$ cat config.mk
export PLATFORM = sky130hd
export DESIGN_NAME = writeback_arbiter
export DESIGN_NICKNAME = d
export VERILOG_FILES = /design/src/rtl/writeback_arbiter_pkg.sv /design/src/rtl/wb_result_fifo.sv /design/src/rtl/writeback_arbiter.sv
export SDC_FILE = /design/constraint.sdc
export NUM_CORES = 1
export LEC_CHECK = 0
export CORE_ASPECT_RATIO = 0.7
export CORE_MARGIN = 5
export CORE_UTILIZATION = 49
export DETAILED_ROUTE_END_ITERATION = 16
export PLACE_DENSITY = 0.76
export SYNTH_ARGS = -nofsm -noshare
export SYNTH_HDL_FRONTEND = slang
export SYNTH_SLANG_ARGS = --single-unit
$ cat constraint.sdc
create_clock -name clk -period 4.3 [get_ports clk]
set_clock_uncertainty 0.15 [all_clocks]
set_input_delay 0.86 -clock clk [delete_from_list [all_inputs] [get_ports clk]]
set_output_delay 0.86 -clock clk [all_outputs]
set_load 0.02 [all_outputs]
$ cat src/rtl/writeback_arbiter_pkg.sv
// writeback_arbiter_pkg: shared widths, reset level and writeback entry type
package writeback_arbiter_pkg;
  localparam int DATA_WIDTH = 32;
  localparam int REG_ADDR_WIDTH = 5;
  localparam int WB_FIFO_DEPTH = 2;
  localparam logic [REG_ADDR_WIDTH-1:0] ZERO_REG = '0;
  localparam logic RESET = 1'b1;
  typedef struct packed {
    logic [REG_ADDR_WIDTH-1:0] rd_addr;
    logic [DATA_WIDTH-1:0] w_data;
  } writeback_entry_t;
endpackage

$ cat src/rtl/wb_result_fifo.sv
// wb_result_fifo: in-order circular buffer for long-latency results
module wb_result_fifo #(
  parameter int WIDTH = 37,
  parameter int DEPTH = 2
) (
  input  logic             clk,
  input  logic             rst,
  input  logic             push,
  input  logic             pop,
  input  logic [WIDTH-1:0] din,
  output logic [WIDTH-1:0] dout,
  output logic             full,
  output logic             empty
);
  import writeback_arbiter_pkg::*;
  localparam int PW = DEPTH > 1 ? $clog2(DEPTH) : 1;
  localparam int CW = $clog2(DEPTH + 1);
  localparam logic [PW-1:0] LAST = PW'(DEPTH - 1);
  logic [WIDTH-1:0] mem [DEPTH];
  logic [PW-1:0] head, tail;
  logic [CW-1:0] count;
  assign full = count == CW'(DEPTH);
  assign empty = count == '0;
  assign dout = mem[head];
  always_ff @(posedge clk) begin
    if (rst == RESET) begin
      head <= '0;
      tail <= '0;
      count <= '0;
    end else begin
      if (push) begin
        mem[tail] <= din;
        tail <= tail == LAST ? '0 : tail + 1'b1;
      end
      if (pop) head <= head == LAST ? '0 : head + 1'b1;
      count <= count + CW'(push) - CW'(pop);
    end
  end
endmodule

$ cat src/rtl/writeback_arbiter.sv
// writeback_arbiter: merges ALU and queued LSU results into one registered regfile write port
module writeback_arbiter #(
  parameter int DATA_WIDTH = 32,
  parameter int REG_ADDR_WIDTH = 5,
  parameter int FIFO_DEPTH = 2,
  parameter int STARVE_LIMIT = 4
) (
  input  logic                      clk,
  input  logic                      rst,
  input  logic                      aluValid,
  input  logic [REG_ADDR_WIDTH-1:0] aluRdAddr,
  input  logic [DATA_WIDTH-1:0]     aluData,
  input  logic                      lsuValid,
  output logic                      lsuReady,
  input  logic [REG_ADDR_WIDTH-1:0] lsuRdAddr,
  input  logic [DATA_WIDTH-1:0]     lsuData,
  output logic                      stallAlu,
  output logic                      wEnable,
  output logic [REG_ADDR_WIDTH-1:0] rdAddr,
  output logic [DATA_WIDTH-1:0]     wData,
  output logic                      protoErr
);
  import writeback_arbiter_pkg::*;
  localparam int SW = $clog2(STARVE_LIMIT + 1);
  logic [SW-1:0] starve_cnt;
  logic full, empty, push, pop, sel_alu;
  logic [REG_ADDR_WIDTH-1:0] head_rd;
  logic [DATA_WIDTH-1:0] head_data;
  assign stallAlu = starve_cnt == SW'(STARVE_LIMIT);
  assign lsuReady = (rst != RESET) && !full;
  assign sel_alu = aluValid && !stallAlu;
  assign push = lsuValid && lsuReady;
  assign pop = (rst != RESET) && !sel_alu && !empty;
  wb_result_fifo #(.WIDTH(REG_ADDR_WIDTH + DATA_WIDTH), .DEPTH(FIFO_DEPTH)) u_fifo (
    .clk(clk),
    .rst(rst),
    .push(push),
    .pop(pop),
    .din({lsuRdAddr, lsuData}),
    .dout({head_rd, head_data}),
    .full(full),
    .empty(empty)
  );
  // a non-empty FIFO that does not pop means the ALU won, so the counter only climbs then
  always_ff @(posedge clk) begin
    if (rst == RESET) begin
      starve_cnt <= '0;
      wEnable <= 1'b0;
      rdAddr <= '0;
      wData <= '0;
      protoErr <= 1'b0;
    end else begin
      starve_cnt <= (pop || empty) ? '0 : starve_cnt + 1'b1;
      wEnable <= sel_alu ? aluRdAddr != '0 : pop && head_rd != '0;
      if (sel_alu) {rdAddr, wData} <= {aluRdAddr, aluData};
      else if (pop) {rdAddr, wData} <= {head_rd, head_data};
      if (aluValid && stallAlu) protoErr <= 1'b1;
    end
  end
endmodule

==> summary.md <==
| Metric | Value |
|---|---|
| Core ar. | `9680 um2` |
| Met1 usage | `0.228` |
| Period minus WS final | `3340 ps` |
| Vias in the first global route | `2979` |
| Via count | `2906` |
| Total GRT Usage | `0.174` |
| Slew HR | `0.303` |
| DRT Pass-1 Iters | `4` |
| DR WL/cell | `18.2 um` |
| Main combinational cell family by area after synthesis | `multiplexers` |
| RSZ-0062 raised after global routing | `no` |
| Ports | `119` |
| Synth Register Bits | `121` |
| Synth Area in Compound Gates | `0.0806` |
| FF-to-FF End | `wData[12]` |
| CP max FO | `13` |
| Placed insts | `530` |
| CP endpoint kind | `primary output` |
| Worst Tran Pin Value | `1050 ps` |
| Register area | `3160 um2` |
| Global-route wire length before repair | `15600 um` |
| Clock transition at the registers of the reported paths | `50 ps` |
| Status | `complete, no violations` |
| CP cell instances | `clkdlybuf4s50_1, nor2_1, clkdlybuf4s50_1` |
| Finished Layout Cells | `562` |
| PostCTS Resize Cnt | `0` |
| Netlist cell types | `36` |
| Area of the multi-input gates | `1460 um2` |
| Leak | `2.32 nW` |
| Post-synthesis simple-gate area fraction | `0.0297` |
| Final Hold Fails | `0` |
| Most frequent cells in the layout | `clkdlybuf4s50_1, edfxtp_1, dfxtp_1` |
| Syn Nets | `378` |
| Hold_buf cts | `0` |
| Met3 Usage GRT | `0.0748` |
| Core Rows | `30` |
| Htree depth | `4` |
| Area Overhead vs Synth | `38.4%` |
| Seq/Total Area, Yosys | `0.653` |
| Starting Density | `0.500` |
| Gpl congestion | `0.730` |
| Depth of the most critical reg-to-reg path | `6` |
| Grt total ovfl | `0` |
| Insertion delay to the later sink of the worst-skew pair | `400 ps` |
| Mux contribution to synthesized area | `0.175` |
| Crit path buffers/inverters | `2` |
| F_max | `299 MHz` |
| Post-Synth XOR/XNOR Area | `0.00362` |
| Fin Hold WS | `314 ps` |
| Initial antenna violation count | `0` |
| CP arrival | `2330 ps` |
| Post-CTS Repair Setup Buffers | `0` |
| Clock Tree Buf Depth | `2` |
| GR peak layer | `met2` |
| Syn Inst Count | `296` |
| Hold path depth | `1` |
| CTS tree | `done` |
| CP peak stage delay | `660 ps` |
| Number of remaining DRC errors | `0` |
| Starting DRT DRC Count | `136` |
| Die width | `129 um` |
| FF-to-FF Start | `starve_cnt[0]` |
| Met2 Use GR | `0.257` |
| Drt total wl | `10200 um` |
| Root buffer cell | `clkbuf_16` |
| Peak VDD IR | `0.346 mV` |
| Critical path's slowest cell | `clkdlybuf4s50_1` |
| Post-Route Setup TNS | `0 ps` |
| Top delay family on crit path | `buffers and inverters` |
| PD cells | `513 nW/um2` |
| # diodes | `0` |
| Largest net degree at the start of global routing | `41` |
| Port bufs | `118` |
| Path type of the worst min-delay path | `reg2reg` |
| Syn avg cell area | `16.4 um2` |
| Nets | `503` |
| Via-to-Cell Ratio | `5.17` |
| Die area | `12000 um2` |
| R2r setup slk | `2130 ps` |
| Routed Antenna Nets | `0` |
| Synth warn | `0` |
| Layout cells sized above 1 | `0.180` |
| Worst Setup Path Type | `in2out` |
| Dpl hpwl | `6650 um` |
| Max Cap Viol | `0` |
| Pins over their slew limit | `0` |
| Final setup violation count | `0` |
| Most frequent CP cell | `clkdlybuf4s50_1` |
| Hold path start | `u_fifo.head` |
| Mapped cell area | `4840 um2` |
| Die height | `93.2 um` |
| Commonest non-fill, non-tap cell in the layout | `clkdlybuf4s50_1` |
| Worst setup SP type | `input pin` |
| Worst Path Required | `3290 ps` |
| Total CTS buffers | `17` |
| Fraction of the mapped netlist area in adder cells | `0.0103` |
| Fillers | `661` |
| Clock sink total | `121` |
| Final worst path period share | `0.777` |
[layer usage]
layer | vias to the layer above | share of wire
li1 | 1392 | -
met1 | 1397 | 0.47
met2 | 105 | 0.44
met3 | 12 | 0.079
met4 | 0 | 0.015
met5 | - | 0
[where the power goes]
part / switching [W] / total (W) / internal (W)
Sequential: 0.0000679 / 0.00139 / 0.00132
Combinational: 0.000216 / 0.000508 / 0.000292
Clock: 0.000469 / 0.00154 / 0.00107
Total: 0.000753 / 0.00344 / 0.00269
[metrics by stage]
| stage | setup slack (ps) | power, W | utilization | cell area, um2 |
|---|---|---|---|---|
| 5_1_grt | 848 | 0.00356 | 0.692 | 6700 |
| 6_report | 960 | 0.00344 | 0.692 | 6700 |
| 4_1_cts | 967 | 0.00347 | 0.692 | 6700 |
| 3_5_place_dp | 957 | 0.00192 | 0.624 | 6040 |
| 2_1_floorplan | 460 | 0.00175 | - | 4840 |
| 3_3_place_gp | 987 | 0.00191 | 0.624 | 6040 |
[cell families after synthesis]
| kind of cell | Yosys count |
|---|---|
| AOI/OAI and AO/OA | 44 |
| xor gates and xnor gates | 2 |
| adders and majority gates | 4 |
| buffers and inverters | 23 |
| DFF | 121 |
| muxes | 77 |
| and+or+nand+nor | 25 |
[state kept, by name, summed over array words and instances (netlist names), named ones only]
| signal | count |
|---|---|
| protoErr | 1 |
| rdAddr | 5 |
| starve_cnt | 3 |
| u_fifo.count | 2 |
| u_fifo.head | 1 |
| u_fifo.mem | 74 |
| u_fifo.tail | 1 |
| wData | 32 |
| wEnable | 1 |
[area by class of cell]
class | instances | share of cell area
clock inverters | 7 | 0.0200
inverters | 5 | 0.00280
clock buffers | 25 | 0.0784
repair buffers | 124 | 0.185
multi-input cells | 152 | 0.218
flip-flops and latches | 121 | 0.472
well taps | 128 | 0.0239
[worst max-delay path by stage]
stage / start / to / slack [ps] / depth (start not counted)
5_1_grt: rst / lsuReady / 850 / 3
2_1_floorplan: rst / u_fifo.mem[0][0] / 460 / 2
6_report: rst / lsuReady / 960 / 3
3_5_place_dp: rst / lsuReady / 960 / 3
3_3_place_gp: rst / lsuReady / 990 / 3
4_1_cts: rst / lsuReady / 970 / 3
[cell usage after synthesis (all sizes together)]
cell,instances,area share
edfxtp,74,0.46
dfxtp,47,0.19
mux2i,40,0.083
mux2,37,0.092
o2bb2ai,37,0.067
buf,17,0.043
nor2,7,0.0054
inv,5,0.0039
ha,4,0.010
nor4,3,0.0052
a21oi,2,0.0021
and2,2,0.0026
and2b,2,0.0036
and3,2,0.0026
nand2,2,0.0016
nor2b,2,0.0026
nor3,2,0.0021
o21ba,2,0.0054
a21boi,1,0.0023
a32o,1,0.0021
clkbuf,1,0.00077
nand2b,1,0.0013
nand3b,1,0.0016
o31a,1,0.0018
or2,1,0.0013
xnor2,1,0.0018
xor2,1,0.0018
(Power assumes the default switching activity.)
